--- src/rtl/pulse_stretch_pkg.sv ---
// Shared state encodings and sizing helper for the pulse stretcher and its neighbours.
package pulse_stretch_pkg;

   localparam logic [1:0] IDLE = 2'd0;
   localparam logic [1:0] HOLD = 2'd1;
   localparam logic [1:0] GAP  = 2'd2;

   // Down-counter width: enough bits for the larger of the two reload values, never zero.
   function automatic int unsigned cnt_width(input int unsigned hold_cyc,
                                             input int unsigned gap_cyc);
      int unsigned m;
      m = (hold_cyc > gap_cyc) ? hold_cyc : gap_cyc;
      return (m <= 32'd1) ? 32'd1 : $clog2(m);
   endfunction

endpackage

--- src/rtl/pulse_stretch.sv ---
// Stretches trigger pulses into a fixed-length level, with optional retrigger and
// a forced low gap after each hold; dropped triggers are counted.
module pulse_stretch
   import pulse_stretch_pkg::*;
#(
   parameter int unsigned HOLD_CYC = 50_000_000,
   parameter int unsigned GAP_CYC  = 0,
   parameter bit          RETRIG   = 1'b0
) (
   input  logic       clk,
   input  logic       rst,
   input  logic       pulse_in,
   output logic       level_out,
   output logic       busy,
   output logic       done,
   output logic [7:0] drop_cnt
);

   localparam int unsigned CW = cnt_width(HOLD_CYC, GAP_CYC);
   localparam logic [CW-1:0] HoldLoad = CW'(HOLD_CYC - 32'd1);
   localparam logic [CW-1:0] GapLoad  = CW'((GAP_CYC == 32'd0) ? 32'd0 : GAP_CYC - 32'd1);

   logic [1:0]    state_q, state_d;
   logic [CW-1:0] cnt_q, cnt_d;
   logic          level_q, busy_q, done_q;
   logic [7:0]    drop_q;
   logic          drop_evt;

   always_comb begin
      state_d  = state_q;
      cnt_d    = cnt_q;
      drop_evt = 1'b0;
      case (state_q)
         IDLE: begin
            if (pulse_in) begin
               state_d = HOLD;
               cnt_d   = HoldLoad;
            end
         end
         HOLD: begin
            drop_evt = pulse_in && !RETRIG;
            if (pulse_in && RETRIG) begin
               cnt_d = HoldLoad;
            end else if (cnt_q == '0) begin
               if (GAP_CYC > 32'd0) begin
                  state_d = GAP;
                  cnt_d   = GapLoad;
               end else begin
                  state_d = IDLE;
               end
            end else begin
               cnt_d = cnt_q - CW'(1);
            end
         end
         GAP: begin
            drop_evt = pulse_in;
            if (cnt_q == '0) begin
               state_d = IDLE;
            end else begin
               cnt_d = cnt_q - CW'(1);
            end
         end
         default: begin
            state_d = IDLE;
            cnt_d   = '0;
         end
      endcase
   end

   // Outputs trail the state by one cycle so level_out starts the cycle after the trigger;
   // busy spans from trigger acceptance to the last visible gap cycle.
   always_ff @(posedge clk) begin
      if (rst) begin
         state_q <= IDLE;
         cnt_q   <= '0;
         level_q <= 1'b0;
         busy_q  <= 1'b0;
         done_q  <= 1'b0;
         drop_q  <= 8'd0;
      end else begin
         state_q <= state_d;
         cnt_q   <= cnt_d;
         level_q <= (state_q == HOLD);
         busy_q  <= (state_q != IDLE) || (state_d != IDLE);
         done_q  <= level_q && (state_q != HOLD);
         if (drop_evt && (drop_q != 8'hFF)) begin
            drop_q <= drop_q + 8'd1;
         end
      end
   end

   assign level_out = level_q;
   assign busy      = busy_q;
   assign done      = done_q;
   assign drop_cnt  = drop_q;

endmodule

--- config.mk ---
export PLATFORM = sky130hd
export DESIGN_NAME = pulse_stretch
export DESIGN_NICKNAME = d
export VERILOG_FILES = /design/src/rtl/pulse_stretch_pkg.sv /design/src/rtl/pulse_stretch.sv
export SDC_FILE = /design/constraint.sdc
export NUM_CORES = 1
export LEC_CHECK = 0
export CAP_MARGIN = 0
export CORE_ASPECT_RATIO = 1.5
export CORE_UTILIZATION = 56
export DETAILED_ROUTE_END_ITERATION = 8
export GPL_TIMING_DRIVEN = 0
export MAX_ROUTING_LAYER = met4
export PLACE_DENSITY = 0.76
export SYNTH_ARGS = -nofsm -noshare
export SYNTH_HDL_FRONTEND = slang
export SYNTH_SLANG_ARGS = --single-unit
--- constraint.sdc ---
create_clock -name clk -period 2.6 [get_ports clk]
set_input_delay 0.52 -clock clk [delete_from_list [all_inputs] [get_ports clk]]
set_output_delay 0.52 -clock clk [all_outputs]
set_load 0.03 [all_outputs]
==> impl_results.md <==
* Status: complete, no violations
* Final setup viols at 0
* Clock Tree Root: clkbuf_8
* Post-synth ARST share at 0
* WL met2 at 3162 um
* Vias in the first global route at 2104
* Filler Cells Inserted at 315
* Number of synthesized flops with an enable pin at 0
* CTS tree: yes
* Slew margin rel. at 0.5372
* Clk_skew at 4.426 ps
* CTS Hold Bufs at 0
* DRT Pass-1 Iters at 5
* Final estimated routing congestion in global placement at 1.001
* Crit-path max cell delay at 570 ps
* Crit Path Class: primary input to register
* Worst-Skew Late Latency at 300 ps
* Clk buf depth at 2
* First-pass GRT wire length at 9853 um
* P per Cell Area at 599.7 nW/um2
* Post-Route WL at 6261 um
* Initial drt markers at 79
* Critical path buffers and inverters at 4
* Cell area after synthesis at 2206 um2
* Chip Width at 53.25 um
* Total Nets Final at 300
* Reg2Reg Setup Slack at 210 ps
* Leading area contributor after synthesis: dfxtp_1
* Starting Density at 0.5936
* Hold Crit Class: register to register
* Syn avg cell area at 8.200 um2
* GRT Resource Usage Total at 0.3291
* Arr. time, crit path at 2590 ps
* Initial antenna violation count at 0
* Peak supply drop at 0.5107 mV
* Register area at 780.7 um2
* # H-tree levels at 2
* DR WL/cell at 18.80 um
* Synth warn at 0
* Distinct cells, synth at 56
* Final Hold Viols at 0
* Die ar. at 4199 um2
* Row cnt at 27
* Core area at 3716 um2
* Required @ worst endpoint at 2790 ps
* CTS Buf Count at 5
* Top Metal Used: met4
* Leak at 0.9548 nW
* Die Ht at 78.87 um
* Critical-path cell list: clkdlybuf4s50_1 -> clkbuf_2 -> inv_1 -> nand2_1 -> o41ai_4 -> buf_4 -> a21o_1 -> a211o_1
* CP startpoint kind: primary input
* Post-synthesis register bit count at 39
* Syn-to-layout area delta at 15.71%
* Tot Pwr at 1.531 mW
* Vias at 2207
* CTS Sinks at 39
* Synth Flop Type: dfxtp_1
* Fin crit share at 0.9236
* Tmin final at 2401 ps
* FMAX at 0.4164 GHz
* Metal3 WL at 300 um
* Share of layout cells above drive strength 1 at 0.1241
* Max Slew Vio Count at 0
* Worst-path clk slew at 70 ps
* Ant. Diodes at 0
* DR vias/cell at 6.628
* Family with the most delay on the worst path: buffers and inverters
* Top-area cell type share of the netlist area at 0.3539
* Max_cap viols at 0
* Seq/Total Area, Yosys at 0.3539
* Finished Core Util at 0.6869
* I/O pins at 14
* Multi-input combinational cell area at 1413 um2
* Commonest cells post-synth: dfxtp_1 (39), nor2_1 (24), a21oi_1 (21)
* RSZ-0062 raised after global routing: false
* Critical path fanouts, max at 10
* Port buffer count at 13
* Worst setup EP type: register
* Worst Tran Pin Value at 693.0 ps
* Post-DP HPWL at 4446 um
* Post-synthesis cell count at 269
* Grt total ovfl at 0
* DRC viols at 0
* Count leader, synth: dfxtp_1
* Largest net degree at the start of global routing at 11
* CP max stage cell: clkdlybuf4s50_1
* Metal-1 WL at 2545 um
* Detail Route Antenna Nets at 0
* Synthesized net count at 278
* Top post-synthesis cells by area: dfxtp_1 (35%), a21oi_1 (4.8%), nor2_1 (4.1%)
## cells by family (layout without fill, tap and decap cells)
| kind of cell | Yosys count | after routing | share of synthesized area |
|---|---|---|---|
| AND/OR/NAND/NOR | 112 | 112 | 0.2796 |
| AO/OA/AOI/OAI | 82 | 82 | 0.2541 |
| flip-flops | 39 | 39 | 0.3539 |
| buffers and inverters | 20 | 41 | 0.03800 |
| XOR/XNOR | 9 | 9 | 0.03574 |
| adder cells (fa/ha/maj) | 6 | 6 | 0.03403 |
| multiplexers | 1 | 1 | 0.004538 |
## layout by cell type, fill, tap and decap left out, types with 3 or more instances in the layout
master,count
nand3_1,10
or3_1,5
o211ai_1,3
buf_2,3
o22ai_1,4
a31oi_1,5
clkdlybuf4s50_1,13
nor2_1,24
inv_1,11
clkbuf_1,3
nand2_1,16
nor4_1,4
nor3_1,12
o21ai_0,15
nor2b_1,3
or4_1,8
or2_2,3
dfxtp_1,39
ha_1,6
clkbuf_8,5
buf_4,4
nand4_1,5
o31ai_1,4
xor2_1,7
a21oi_1,21
a211o_1,5
## state kept, by name (all words and copies together) (netlist names)
register   flops
state_q        2
drop_cnt       8
busy           1
done           1
cnt_q         26
level_out      1
## layout make-up
type,count,share of cell area
well taps,43,0.02108
flip-flops and latches,39,0.3059
inverters,11,0.01618
clock buffers,6,0.02843
repair buffers,15,0.05686
multi-input cells,210,0.5534
plain buffers,9,0.01814
## metrics by stage
stage / setup WS, ps / hold slack (ps) / cells / TNS [ps] / instance area, um2
after CTS: 0.1550 / 486.5 / 332 / 0 / 2492
after global placement: -237.5 / 473.7 / 325 / -2381 / 2390
after floorplan: 325.4 / 459.3 / 269 / 0 / 2206
after detailed placement: -258.4 / 473.2 / 325 / -3545 / 2390
after global routing: 39.89 / 494.3 / 333 / 0 / 2552
final: 198.5 / 486.1 / 333 / 0 / 2552
## report_power, final
| part | leakage, nW | switching [mW] | internal, mW | total [mW] |
|---|---|---|---|---|
| sequential | 0.320 | 0.0707 | 0.645 | 0.715 |
| clock | 0.0371 | 0.207 | 0.179 | 0.386 |
| combinational | 0.597 | 0.274 | 0.155 | 0.429 |
## per-layer routing
metal,GRT usage,vias up
li1,-,1063
met1,0.3424,1043
met2,0.5500,77
met3,0.06322,24
met4,0.2000,0
met5,-,-
## worst paths after layout
kind | startpoint | to | cells after the start
setup / recovery | rst | cnt_q[23] | 8
hold / removal | level_out | done | 1
setup reg to reg | cnt_q[0] | cnt_q[18] | 7
hold reg to reg | level_out | done | 1
## timing repair
item | CTS | global route
setup buffers | 1 | 1
pin swaps | 1 | 1
gates resized for setup | 5 | 10
setup endpoints to repair | 25 | 26
Note: power is estimated with default switching activity, not from simulation.
